## config.mk

```make
export PLATFORM = sky130hd
export DESIGN_NAME = byte_serial_add_ctrl
export DESIGN_NICKNAME = d
export VERILOG_FILES = /design/src/rtl/byte_serial_add_ctrl.sv
export SDC_FILE = /design/constraint.sdc
export NUM_CORES = 1
export LEC_CHECK = 0
export ABC_AREA = 1
export CAP_MARGIN = 10
export CORE_AREA = 2 2 105 107
export CTS_BUF_LIST = sky130_fd_sc_hd__clkbuf_2
export CTS_CLUSTER_DIAMETER = 60
export DETAILED_ROUTE_END_ITERATION = 8
export DIE_AREA = 0 0 107 109
export PLACE_DENSITY_LB_ADDON = 0.05
export SLEW_MARGIN = 20
export SYNTH_ARGS = -nofsm -noshare
export SYNTH_HDL_FRONTEND = slang
export SYNTH_SLANG_ARGS = --single-unit
```

## constraint.sdc

```tcl
create_clock -name clk -period 2.7 [get_ports clk]
set_input_delay 0.81 -clock clk [delete_from_list [all_inputs] [get_ports clk]]
set_output_delay 0.81 -clock clk [all_outputs]
set_load 0.05 [all_outputs]
```

## src/rtl/byte_serial_add_ctrl.sv

```systemverilog
// byte_serial_add_ctrl
//
// Purpose:
//   Multi-cycle WIDTH-bit add/subtract built around one 8-bit slice adder.
//   The slices are processed LSB first, and the carry ripples between them
//   through a register. Subtraction is computed as A + ~B + 1. The flags
//   follow MIPS signed-overflow semantics.
//
// Handshake:
//   An operation is accepted on a rising edge where start_valid && start_ready.
//   start_ready is high only in IDLE. A requester holding start_valid while
//   the block is busy is simply not accepted, and this has no side effects.
//   done is a one-cycle registered pulse. result, carry_out and overflow are
//   stable from done until the next accept edge.
//
// Ports:
//   clk          system clock, rising edge
//   rst          synchronous, active-high reset
//   start_valid  requester presents an operation
//   start_ready  block can accept (IDLE only)
//   op_a, op_b   operands, sampled only at the accept edge
//   sub          0 = A+B, 1 = A-B
//   result       sum/difference (WIDTH bits, modulo 2^WIDTH)
//   carry_out    final slice carry (sub: 1 = no borrow)
//   overflow     signed two's-complement overflow
//   done         one-cycle pulse when result/flags are valid
//   busy         high in RUN and DONE
//   dbg_state    current FSM state (0 IDLE, 1 RUN, 2 DONE)

module byte_serial_add_ctrl #(
    parameter int WIDTH = 32
) (
    input  logic             clk,
    input  logic             rst,
    input  logic             start_valid,
    output logic             start_ready,
    input  logic [WIDTH-1:0] op_a,
    input  logic [WIDTH-1:0] op_b,
    input  logic             sub,
    output logic [WIDTH-1:0] result,
    output logic             carry_out,
    output logic             overflow,
    output logic             done,
    output logic             busy,
    output logic [1:0]       dbg_state
);

    localparam int NSLICE = WIDTH / 8;
    localparam int IDXW   = (NSLICE > 1) ? $clog2(NSLICE) : 1;

    typedef enum logic [1:0] {
        S_IDLE = 2'd0,
        S_RUN  = 2'd1,
        S_DONE = 2'd2
    } state_t;

    state_t             state_q, state_d;
    logic [WIDTH-1:0]   a_q;
    logic [WIDTH-1:0]   b_q;        // B already inverted for subtraction
    logic               carry_q;
    logic [IDXW-1:0]    idx_q;
    logic [WIDTH-1:0]   result_q;
    logic               carry_out_q;
    logic               overflow_q;
    logic               done_q;
    logic               busy_q;

    logic               accept;
    logic               last_slice;
    logic [7:0]         a_slice;
    logic [7:0]         b_slice;
    logic [8:0]         slice_sum;

    assign accept     = start_valid && start_ready;
    assign last_slice = (idx_q == IDXW'(NSLICE - 1));
    assign a_slice    = a_q[{idx_q, 3'b000} +: 8];
    assign b_slice    = b_q[{idx_q, 3'b000} +: 8];
    assign slice_sum  = {1'b0, a_slice} + {1'b0, b_slice} + {8'd0, carry_q};

    // State register
    always_ff @(posedge clk) begin
        if (rst) begin
            state_q <= S_IDLE;
        end else begin
            state_q <= state_d;
        end
    end

    // Next-state logic
    always_comb begin
        state_d = state_q;
        case (state_q)
            S_IDLE:  if (accept) state_d = S_RUN;
            S_RUN:   if (last_slice) state_d = S_DONE;
            S_DONE:  state_d = S_IDLE;
            default: state_d = S_IDLE;
        endcase
    end

    // Outputs derived from state
    always_comb begin
        start_ready = (state_q == S_IDLE);
        dbg_state   = state_q;
    end

    // Datapath and registered status
    always_ff @(posedge clk) begin
        if (rst) begin
            a_q         <= '0;
            b_q         <= '0;
            carry_q     <= 1'b0;
            idx_q       <= '0;
            result_q    <= '0;
            carry_out_q <= 1'b0;
            overflow_q  <= 1'b0;
            done_q      <= 1'b0;
            busy_q      <= 1'b0;
        end else begin
            // The pulse lasts exactly the DONE cycle. busy covers RUN and DONE.
            done_q <= (state_d == S_DONE);
            busy_q <= (state_d != S_IDLE);
            case (state_q)
                S_IDLE: begin
                    if (accept) begin
                        a_q      <= op_a;
                        b_q      <= sub ? ~op_b : op_b;
                        carry_q  <= sub;   // +1 completes the two's complement of B
                        idx_q    <= '0;
                        result_q <= '0;
                    end
                end
                S_RUN: begin
                    result_q[{idx_q, 3'b000} +: 8] <= slice_sum[7:0];
                    carry_q                        <= slice_sum[8];
                    if (last_slice) begin
                        // The top slice holds the sign bits. Overflow means the
                        // operand signs agree but the result sign differs.
                        carry_out_q <= slice_sum[8];
                        overflow_q  <= (a_slice[7] == b_slice[7]) &&
                                       (slice_sum[7] != a_slice[7]);
                        idx_q       <= '0;
                    end else begin
                        idx_q <= idx_q + IDXW'(1);
                    end
                end
                default: ;
            endcase
        end
    end

    assign result    = result_q;
    assign carry_out = carry_out_q;
    assign overflow  = overflow_q;
    assign done      = done_q;
    assign busy      = busy_q;

endmodule
```

==> results of run 1 <==
-- metal layers --
| metal | vias to the layer above | global-route usage |
|---|---|---|
| li1 | 2288 | - |
| met2 | 109 | 0.368 |
| met1 | 1964 | 0.286 |
| met3 | 20 | 0.0359 |
| met4 | 0 | 0.0816 |
| met5 | - | 0 |
-- final timing paths --
kind	end	slack, ns	cells past startpoint
worst max register to register	result[15]	0.19	12
worst min register to register	result[9]	0.48	2
worst max-delay path	result[5]	0.08	1
worst min-delay path	result[9]	0.48	2
-- registers in the layout, indices dropped and copies added (netlist names) --
signal,cells
idx_q,2
result,32
a_q,32
dbg_state,2
busy,1
carry_out,1
done,1
overflow,1
carry_q,1
b_q,32
-- cell families after synthesis --
group                      Yosys count  share of synthesized area
adders and majority gates           13                     0.0366
buffers and inverters               65                     0.0619
AOI/OAI and AO/OA                  153                      0.181
and+or+nand+nor                    265                      0.224
xor gates and xnor gates            35                     0.0632
DFF                                105                      0.433
-- timing repair --
action | in CTS | in global routing
endpoints found under the hold margin | 0 | 0
setup endpoints to repair | 2 | 28
resized for setup | 2 | 20
pin swaps | 0 | 0
-- where the power goes --
group / switching (W) / leakage, nW / internal (W)
Clock: 0.000507 / 0.0798 / 0.000312
Combinational: 0.000564 / 1.62 / 0.000384
Sequential: 0.0000630 / 0.864 / 0.00165
-- cell type report --
cell class | count | area, µm² | area share
clock inverters | 5 | 80.1 | 0.0130
well taps | 140 | 175 | 0.0283
inverters | 26 | 100 | 0.0162
multi-input cells | 466 | 2460 | 0.399
flip-flops and latches | 105 | 2110 | 0.341
clock buffers | 11 | 55.1 | 0.00890
repair buffers | 119 | 1200 | 0.194
-- through the flow --
step / setup slack, ns / cells / util / cell area, µm²
floorplan: 0.0271 / 636 / - / 4850
global placement: 0.186 / 856 / 0.566 / 6000
CTS: 0.00720 / 872 / 0.578 / 6130
global route: -0.00102 / 872 / 0.583 / 6180
detailed placement: 0.140 / 856 / 0.566 / 6000
finish: 0.0801 / 872 / 0.583 / 6180
-- synthesized netlist by cell type --
library cell    n  area share
buf_2          13       0.013
buf_1           1     0.00077
xnor2_1        33       0.060
buf_4           6      0.0093
a22o_1          1      0.0018
o21ai_1         1      0.0010
a211oi_1       32       0.050
clkbuf_1       17       0.013
nand2_1        87       0.067
nor2_2          2      0.0026
o21bai_1        1      0.0015
nand2_2         1      0.0013
inv_2           2      0.0015
dfxtp_1       105        0.43
nor3_1          1      0.0010
inv_1          22       0.017
inv_4           1      0.0013
ha_1           11       0.028
buf_6           2      0.0046
nor2_1        144        0.11
nand4_1         7      0.0090
fa_1            2      0.0083
nand3_1        19       0.020
o21ai_0        64       0.066
o22ai_1        15       0.019
xor2_1          2      0.0036
clkinv_1        1     0.00077
o21a_1          1      0.0015
a21oi_1        36       0.037
nor2_4          2      0.0046
a22oi_1         2      0.0031
nor3_4          2      0.0067
==> metrics.md, run 1 <==
| Metric | Value |
|---|---|
| Status | `completed` |
| Worst Max-Slew Pin Slew | `slightly above 0.9 ns` |
| Worst Clk Skew | `around 0.025 ns` |
| Core Area | `roughly 11000 µm²` |
| DRC Markers | `0` |
| Crit-path max cell delay | `0.82 ns` |
| Fillcell total | `1025` |
| CTS tree | `yes` |
| Top Family by Delay on Critical Path | `buffers and inverters` |
| Most frequent cells in the layout | `nor2_1, dfxtp_1, clkdlybuf4s50_1` |
| Fin Hold WS | `0.477 ns` |
| Gpl congestion | `around 0.86` |
| Wl on met1 | `roughly 5600 µm` |
| Starting DRC count in detailed routing | `about 220` |
| Hpwl dp | `about 9000 µm` |
| N_diodes | `0` |
| Worst Hold Launch | `result[9]` |
| Die Span Y | `roughly 110 µm` |
| FP Rows | `38` |
| DR WL met2 | `between 5000 and 6000 µm` |
| Fin crit share | `0.970` |
| Num CTS Buffers | `9` |
| Ports | `about 110` |
| CTS root buf | `clkbuf_2` |
| Syn-to-layout area delta | `27.5%` |
| Setup crit start kind | `flip-flop` |
| Fin nets | `between 800 and 900` |
| Vias | `4381` |
| CP endpoint kind | `output port` |
| Post-CTS Hold Buffers | `0` |
| Crit path from | `result[5]` |
| Worst EP arrival | `approximately 1.8 ns` |
| Synthesized instance count | `636` |
| RSZ-0062 raised after global routing | `true` |
| Reg2reg start | `idx_q[0]` |
| Finish-stage setup viols | `0` |
| Largest net degree at the start of global routing | `70` |
| Die area | `11700 µm²` |
| WL met3 | `approximately 550 µm` |
| Total GRT Usage | `0.220` |
| Post-synthesis sequential area ratio | `0.433` |
| Final WL | `approximately 12000 µm` |
| Cell variety after synth | `32` |
| Pwr/cell area | `about 560 nW/µm²` |
| Commonest non-fill, non-tap cell in the layout | `nor2_1` |
| MaxCap Viol Count | `0` |
| Clock Tree Buf Depth | `2` |
| Setup TNS Final | `0 ns` |
| Hold Vio Cnt, Final | `0` |
| Post-CTS setup buffer count | `0` |
| # H-tree levels | `3` |
| Vias in the first global route | `between 4000 and 5000` |
| Synth warn | `0` |
| CP required | `about 1.9 ns` |
| Crit-path slowest cell | `clkdlybuf4s50_1` |
| CP cell instances | `clkdlybuf4s50_1` |
| Clock latency on the worst-skew pair | `roughly 0.58 ns` |
| Routed len/inst | `between 10 and 15 µm` |
| CTS Sinks | `105` |
| Fmax achieved | `0.382 GHz` |
| Seq cells post-synth | `105` |
| Slew HR | `0.397` |
| Cell area after synthesis | `approximately 4800 µm²` |
| Maximum vdd drop | `285 µV` |
| Final Power | `~0.0035 W` |
| Share of cells above drive strength 1 | `0.0642` |
| Chip width | `between 100 and 150 µm` |
| Hold WC Path Type | `flip-flop to flip-flop` |
| Routed Antenna Nets | `0` |
| Max Used Layer | `met4` |
| CP bufs+invs | `1` |
| Clock slew seen by the registers of the worst setup and hold paths | `between 0.2 and 0.3 ns` |
| WS Path Type | `flip-flop to output port` |
| Grt ovf | `0` |
| Initial Util | `0.457` |
| DR vias/cell | `5.02` |
| Fin. max-slew vios | `0` |
| Syn Nets | `between 700 and 800` |
| TritonRoute pass-1 iters | `4` |
| Min cycle time layout | `~2.6 ns` |
| Port bufs | `~110` |
| LEAKAGE | `approximately 2.6 nW` |
| Synth Area per Inst | `7.63 µm²` |
| CP Max Fanout | `2` |
| First-pass GRT wire length | `~20000 µm` |
| Antenna violations before repair | `0` |
No activity file was read; power rests on OpenSTA's default activity.
==> inputs of run 2 (changes only) <==
CTS_CLUSTER_DIAMETER = 200   (was 60)
==> results of run 2 <==
No change in the layout: final DEF, timing and power equal those of run 1.
==> inputs of run 3 (changes only) <==
TNS_END_PERCENT = 20   (was not set)
==> results of run 3 <==
No change in the layout: final DEF, timing and power equal those of run 1.
